## config.mk

```make
export PLATFORM = sky130hd
export DESIGN_NAME = asym_width_fifo
export DESIGN_NICKNAME = d
export VERILOG_FILES = /design/src/rtl/asym_width_fifo.sv
export SDC_FILE = /design/constraint.sdc
export NUM_CORES = 1
export LEC_CHECK = 0
export CORE_MARGIN = 3
export CORE_UTILIZATION = 56
export DETAILED_ROUTE_END_ITERATION = 16
export PLACE_DENSITY = 0.75
export SYNTH_ARGS = -nofsm -noshare
export SYNTH_HDL_FRONTEND = slang
export SYNTH_SLANG_ARGS = --single-unit
```

## constraint.sdc

```tcl
create_clock -name CLK -period 3.75 [get_ports CLK]
set_clock_uncertainty 0.15 [all_clocks]
set_input_delay 0.75 -clock CLK [delete_from_list [all_inputs] [get_ports CLK]]
set_output_delay 0.75 -clock CLK [all_outputs]
set_load 0.01 [all_outputs]
```

## src/rtl/asym_width_fifo.sv

```systemverilog
`default_nettype none
// ============================================================================
//  Module   : asym_width_fifo
//  Brief    : Single-clock FWFT FIFO with independent write/read widths,
//             packing/unpacking through a RAM addressed in narrow words.
//  Revision : 1.0
// ============================================================================
module asym_width_fifo #(
    parameter int WIDTH_IN  = 8,
    parameter int WIDTH_OUT = 32,
    parameter int DEPTH     = 64
) (
    input  logic                     CLK,
    input  logic                     RST_N,
    input  logic                     FLUSH,
    input  logic                     WRITE,
    input  logic [WIDTH_IN-1:0]      DATA_IN,
    output logic                     FULL,
    input  logic                     READ,
    output logic [WIDTH_OUT-1:0]     DATA_OUT,
    output logic                     EMPTY,
    output logic [$clog2(DEPTH):0]   SIZE,
    output logic                     OVF,
    output logic                     UNF
);

    localparam int c_NARROW = (WIDTH_IN < WIDTH_OUT) ? WIDTH_IN : WIDTH_OUT;
    localparam int c_WU     = WIDTH_IN / c_NARROW;
    localparam int c_RU     = WIDTH_OUT / c_NARROW;
    localparam int c_AW     = $clog2(DEPTH);
    localparam int c_SW     = c_AW + 1;

    localparam logic [c_SW-1:0] c_WU_S    = c_SW'(c_WU);
    localparam logic [c_SW-1:0] c_RU_S    = c_SW'(c_RU);
    localparam logic [c_SW-1:0] c_DEPTH_S = c_SW'(DEPTH);
    localparam logic [c_AW-1:0] c_WU_A    = c_AW'(c_WU);
    localparam logic [c_AW-1:0] c_RU_A    = c_AW'(c_RU);

    logic [c_NARROW-1:0]  r_mem [DEPTH];
    logic [c_AW-1:0]      r_wptr;
    logic [c_AW-1:0]      r_rptr;
    logic [c_SW-1:0]      r_size;
    logic [c_SW-1:0]      r_ram_cnt;
    logic                 r_valid;
    logic [WIDTH_OUT-1:0] r_dout;
    logic                 r_ovf;
    logic                 r_unf;

    logic                 w_full;
    logic                 w_wr;
    logic                 w_pop;
    logic                 w_load;
    logic [WIDTH_OUT-1:0] w_head;

    // r_size counts the output register's lanes too, so their RAM slots
    // are never reused by a write before the word is popped.
    assign w_full = (c_DEPTH_S - r_size) < c_WU_S;
    assign w_wr   = WRITE && !w_full && !FLUSH;
    assign w_pop  = READ && r_valid && !FLUSH;
    assign w_load = (!r_valid || w_pop) && (r_ram_cnt >= c_RU_S) && !FLUSH;

    generate
        for (genvar j = 0; j < c_RU; j++) begin : g_lane
            assign w_head[j*c_NARROW +: c_NARROW] = r_mem[r_rptr + c_AW'(j)];
        end
    endgenerate

    always_ff @(posedge CLK) begin
        if (w_wr) begin
            for (int k = 0; k < c_WU; k++) begin
                r_mem[r_wptr + c_AW'(k)] <= DATA_IN[k*c_NARROW +: c_NARROW];
            end
        end
    end

    always_ff @(posedge CLK or negedge RST_N) begin
        if (!RST_N) begin
            r_wptr    <= '0;
            r_rptr    <= '0;
            r_size    <= '0;
            r_ram_cnt <= '0;
            r_valid   <= 1'b0;
            r_dout    <= '0;
            r_ovf     <= 1'b0;
            r_unf     <= 1'b0;
        end else if (FLUSH) begin
            r_wptr    <= '0;
            r_rptr    <= '0;
            r_size    <= '0;
            r_ram_cnt <= '0;
            r_valid   <= 1'b0;
            r_dout    <= '0;
            r_ovf     <= 1'b0;
            r_unf     <= 1'b0;
        end else begin
            if (w_wr) begin
                r_wptr <= r_wptr + c_WU_A;
            end
            if (w_load) begin
                r_rptr <= r_rptr + c_RU_A;
            end
            r_size    <= r_size + (w_wr ? c_WU_S : '0) - (w_pop ? c_RU_S : '0);
            r_ram_cnt <= r_ram_cnt + (w_wr ? c_WU_S : '0) - (w_load ? c_RU_S : '0);
            if (w_load) begin
                r_valid <= 1'b1;
                r_dout  <= w_head;
            end else if (w_pop) begin
                r_valid <= 1'b0;
            end
            if (WRITE && w_full) begin
                r_ovf <= 1'b1;
            end
            if (READ && !r_valid) begin
                r_unf <= 1'b1;
            end
        end
    end

    assign FULL     = w_full;
    assign EMPTY    = !r_valid;
    assign DATA_OUT = r_dout;
    assign SIZE     = r_size;
    assign OVF      = r_ovf;
    assign UNF      = r_unf;

endmodule
`default_nettype wire

```

# Yosys cells after proc, flatten, opt, wreduce, memory -nomap -nowiden
# Memory sizes are Yosys's and may differ from the RTL's.
# Index checks and enable logic that the tools add are counted.
# W data, S select, Z words.
dict set report word_totals {
  register_bits 61
  ram_bits 512
  inputBits 13
  n_memories 1
}
# name depth width rd rd_clocked_by_memory_dff write_ports line
set memory_table {}
lappend memory_table {r_mem 64 8 4 0 1 39} ;# logic [c_NARROW-1:0] r_mem [DEPTH];
dict set report op_classes {
  add_sub_neg 10
  n_lt_le_gt_ge 2
  mux 20
  reduce_logical 17
}
# operator n
set ops {}
lappend ops {{$mux W32} 2}
lappend ops {{$mux W6} 4}
lappend ops {{$mux W7} 2}
lappend ops {{$sub A7 B3 Y7} 2}
lappend ops {{$add A6 B1 Y6 const B} 2}
lappend ops {{$add A6 B2 Y6 const B} 2}
lappend ops {{$mux W1} 10}
lappend ops {{$logic_and A1 B1 Y1} 8}
lappend ops {{$reduce_bool A2 Y1} 4}
lappend ops {{$add A7 B1 Y7} 1}
lappend ops {{$add A7 B7 Y7} 1}
lappend ops {{$ge A7 B3 Y1 const B} 1}
lappend ops {{$lt A7 B1 Y1 const B} 1}
lappend ops {{$sub A7 B7 Y7 const A} 1}
lappend ops {{$add A6 B3 Y6 const B} 1}
lappend ops {{$mux W3} 2}
lappend ops {{$logic_not A1 Y1} 3}
lappend ops {{$reduce_bool A3 Y1} 1}
lappend ops {{$logic_or A1 B1 Y1} 1}

# Longest topological paths before layout
dict set report depth {
  word_depth 9
  depth_mapped 16
  ltp_nobuf 15
}

# Worst setup path after synthesis
# No wires, ideal clock.
dict set report synth_timing {
  path_type {flip-flop to flip-flop}
  startpoint {register r_size[1] (netlist: SIZE[1])}
  endpoint {register r_ram_cnt[6]}
  setup_ns 0.125
  arrival_ns 3.341
  path_slack_ns 0.135
  stages_incl_launch_ff 16
  path_buffers 0
  synth_period_minus_slack_ns 3.615
  cell_sequence {dfrtp_1 -> inv_1 -> ha_1 -> nor4bb_1 -> xnor2_1 -> o2111ai_4 -> nor2_8 -> nor2_1 -> ha_1 -> inv_1 -> ha_1 -> nor2_1 -> a221oi_1 -> o21bai_1 -> a21oi_1 -> mux2_2}
}
dict set report synth_via {
  elab_chain_len 9
}
# element line
set synth_lines {}
lappend synth_lines {{start: declaration} 42} ;# logic [c_SW-1:0] r_size;
lappend synth_lines {{start signal: assignment} 102} ;# r_size <= r_size + (w_wr ? c_WU_S : '0) - (w_pop ? c_RU_S : '0);
lappend synth_lines {{$sub A7 B7 Y7} 57} ;# assign w_full = (c_DEPTH_S - r_size) < c_WU_S;
lappend synth_lines {{$lt A7 B1 Y1} 57}
lappend synth_lines {{named net FULL} 18} ;# output logic FULL,
lappend synth_lines {{$logic_not A1 Y1} 58} ;# assign w_wr = WRITE && !w_full && !FLUSH;
lappend synth_lines {{$logic_and A1 B1 Y1 (2 in series)} 58}
lappend synth_lines {{$mux W1} 103} ;# r_ram_cnt <= r_ram_cnt + (w_wr ? c_WU_S : '0) - (w_load ? c_RU_S : '0);
lappend synth_lines {{$add A7 B1 Y7} 103}
lappend synth_lines {{$sub A7 B3 Y7} 103}
lappend synth_lines {{$mux W7} 86} ;# end else if (FLUSH) begin
lappend synth_lines {{end signal: assignment} 103}
lappend synth_lines {{end: declaration} 43} ;# logic [c_SW-1:0] r_ram_cnt;
# The timed path passes the listed nets, and every way through them passes these cells.
# A chain may end at the register's enable or synchronous reset.

# Worst setup path in the final report
dict set report layout_timing {
  startpoint {register r_size[1] (netlist: SIZE[1])}
  endpoint {output port FULL}
}
dict set report layout_via {
  elab_chain_len 2
}
# element line
set layout_lines {}
lappend layout_lines {{$sub A7 B7 Y7} 57}
lappend layout_lines {{$lt A7 B1 Y1} 57}
lappend layout_lines {{end: declaration} 18}
# No other way between the ends.

==> impl_results.md <==
* Run status: complete, no violations
* VDD IR-drop max at 0.440 mV
* CP max-delay cell: dlygate4sd2_1
* TritonRoute pass-1 iters at 6
* Area of the multi-input gates at 5610 sq um
* CP peak stage delay at 450 ps
* Antenna cells at 0
* Htree depth at 2
* Max FO, Critical Path at 4
* DRC Markers at 0
* Fin crit share at 0.948
* Reg2reg path depth at 15
* Die ar. at 43100 sq um
* Ys async rst share at 0.103
* Clock sink total at 571
* Kind of critical path: reg -> out
* Via count at 11.1k
* # hold bufs at CTS at 0
* Rows at 73
* Total I/O pin count at 56
* Starting Density at 0.570
* Layout cells sized above 1 at 0.250
* Area leader, netlist: edfxtp_1
* DR WL/cell at 25.2 um
* Port bufs at 55
* Fin. Hold Viols at 0
* Sequential area share after synthesis at 0.740
* Initial DRC Count at 1132
* CTS buffer count at 55
* Leak pwr at 8.80 nW
* Unique masters post-synth at 48
* Initial antenna violation count at 0
* Largest net degree at the start of global routing at 67
* Setup TNS at 0 ps
* Synth warn at 0
* CTS tree: yes
* Final slew viol count at 0
* Root Buffer: clkbuf_16
* R2r setup slk at 280 ps
* Synth Area per Inst at 20.1 sq um
* Top cell type's share of synthesized area at 0.676
* Gr ovfl total at 0
* Tmin final at 3560 ps
* Synthesized area at 22800 sq um
* Synth Flop Type: edfxtp_1
* # Max-Cap Violations at 0
* Detailed Route WL at 46400 um
* Clk_lat worst skew at 590 ps
* Rel. slew slack at 0.153
* Total track usage at 0.221
* Post-DRT Antenna Nets at 0
* Die width at 208 um
* Reg2reg end: r_ram_cnt[6]$_DFF_PN0_
* Final setup violation count at 0
* Final Wtd Congestion at 0.793
* Die Ht at 208 um
* Worst-path clk slew at 60 ps
* Syn Nets at 1173
* Fmax achieved at 281 MHz
* PD cells at 657 nW/um^2
* P&R area growth vs syn at 15.4%
* Synth Instances at 1132
* Post-synth EDFFs at 512
* #FFs+latches synth at 571
* Vias in the first global route at 11.7k
* HPWL after DPL at 27300 um
* Critical Path Start Type: register
* Critical Path Sink Type: output pin
* Overall power at 17.2 mW
* Worst Hold Class: in -> async
* CP arrival at 2660 ps
* CP cell instances: inv_1 -> ha_1 -> nor4bb_1 -> xnor2_1 -> o2111ai_4 -> nor2_8 -> dlygate4sd2_1
* Global-route wire length before repair at 72400 um
* Final nets at 1313
* CP Data Required Time at 2850 ps
* Fillcell total at 2531
* Max Buffers Root-to-Sink at 3
* Vias per cell at 6.05
* Total core area at 39900 sq um
* Storage cell area at 16900 sq um
* Unrepaired setup endpoints after global routing: false
* Worst-Margin Slew at 1270 ps
* Dominant cells by area after synthesis: edfxtp_1, mux4_2, dfrtp_1
* Reg-to-reg startpoint: SIZE[1]$_DFF_PN0_
==> per-layer routing <==
| layer | up-vias | global-route usage | part of all wire |
|---|---|---|---|
| met2 | 317 | 0.363 | 0.51 |
| met1 | 5902 | 0.313 | 0.42 |
| met4 | 0 | 0.0597 | 0.021 |
| li1 | 4866 | - | - |
| met3 | 62 | 0.0390 | 0.055 |
| met5 | - | 0 | 0 |
==> how the worst max path moves through the flow <==
stage | from | to | slack, ps | cells past startpoint
floorplan | SIZE[1]$_DFF_PN0_ | r_ram_cnt[6]$_DFF_PN0_ | 130 | 15
global placement | READ | r_ram_cnt[6]$_DFF_PN0_ | 130 | 11
detailed placement | READ | r_ram_cnt[6]$_DFF_PN0_ | 60 | 11
CTS | SIZE[1]$_DFF_PN0_ | FULL | 100 | 7
global route | SIZE[1]$_DFF_PN0_ | FULL | 7 | 7
finish | SIZE[1]$_DFF_PN0_ | FULL | 190 | 7
==> area by class of cell <==
| type | count | area share |
|---|---|---|
| Clock buffer | 71 | 0.0582 |
| Clock inverter | 32 | 0.0142 |
| Inverter | 24 | 0.00343 |
| Multi-Input combinational cell | 484 | 0.214 |
| Sequential cell | 571 | 0.642 |
| Tap cell | 525 | 0.0250 |
| Timing Repair Buffer | 136 | 0.0434 |
==> power by group <==
part | total, mW | switching, mW | internal (mW)
registers | 7.45 | 0.250 | 7.20
logic | 4.06 | 2.04 | 2.02
clock network | 5.73 | 2.31 | 3.43
total | 17.2 | 4.60 | 12.6
==> Yosys cell counts (all sizes together), types with 2 or more instances <==
cell	number
nand3	4
xor2	4
a21oi	12
clkbuf	23
mux2	6
nand2	12
o22ai	32
nor2b	8
a21o	32
a31oi	2
xnor2	10
nor3	2
mux2i	66
buf	30
ha	28
o2111ai	3
o21bai	5
a211oi	2
edfxtp	512
o211ai	5
nor2	92
nor4	7
dfrtp	59
nand4	2
nor3b	4
inv	24
nand2b	6
mux4	128
a211o	2
==> through the flow <==
stage	worst slack, ps	hold WS [ps]	cell area (sq um)	util	cells
2_1_floorplan	135	304	22800	-	1132
3_3_place_gp	130	309	24400	0.610	1740
3_5_place_dp	64.9	315	24400	0.610	1740
4_1_cts	101	150	26300	0.658	1843
5_1_grt	7.12	186	26300	0.658	1843
6_report	194	135	26300	0.658	1843
==> critical path, delay by kind of cell (launching register included) <==
kind	cells	cell delay, ps
AO/OA/AOI/OAI	1	210
XOR/XNOR	1	230
buffers and inverters	2	560
flip-flops	1	380
adder cells (fa/ha/maj)	1	220
AND/OR/NAND/NOR	2	460
==> sequential cells by signal, indices dropped and copies added (netlist names) <==
| signal | cells |
|---|---|
| DATA_OUT | 32 |
| r_wptr | 6 |
| OVF | 1 |
| r_valid | 1 |
| r_ram_cnt | 7 |
| SIZE | 7 |
| r_rptr | 4 |
| UNF | 1 |
| r_mem | 512 |
==> cells in the final DEF (no fill, tap or decap), drive strengths merged, types with 3 or more instances in the layout <==
cell	netlist	layout
edfxtp	512	512
mux4	128	128
nor2	92	92
buf	30	90
clkbuf	23	71
mux2i	66	66
dfrtp	59	59
clkdlybuf4s50	0	45
o22ai	32	32
a21o	32	32
ha	28	28
inv	24	25
clkinv	0	21
nand2	12	12
a21oi	12	12
xnor2	10	10
nor2b	8	8
bufinv	0	8
nor4	7	7
nand2b	6	6
mux2	6	6
o21bai	5	5
o211ai	5	5
xor2	4	4
nor3b	4	4
nand3	4	4
o2111ai	3	3
==> cell families (layout without fill, tap and decap cells) <==
| kind of cell | after synthesis | count (layout) | synth area share |
|---|---|---|---|
| simple gates | 142 | 142 | 0.0286 |
| xor+xnor | 14 | 14 | 0.00539 |
| flops | 571 | 571 | 0.740 |
| buf+inv | 77 | 263 | 0.0146 |
| fa+ha+maj | 28 | 28 | 0.0154 |
| compound gates | 100 | 100 | 0.0368 |
| mux | 200 | 200 | 0.159 |
==> what timing repair did <==
item                                    4_1_cts  5_1_grt
endpoints found under the setup margin        1        0
setup buffers                                 0        0
resized for setup                             1        0
(Power assumes the default switching activity.)
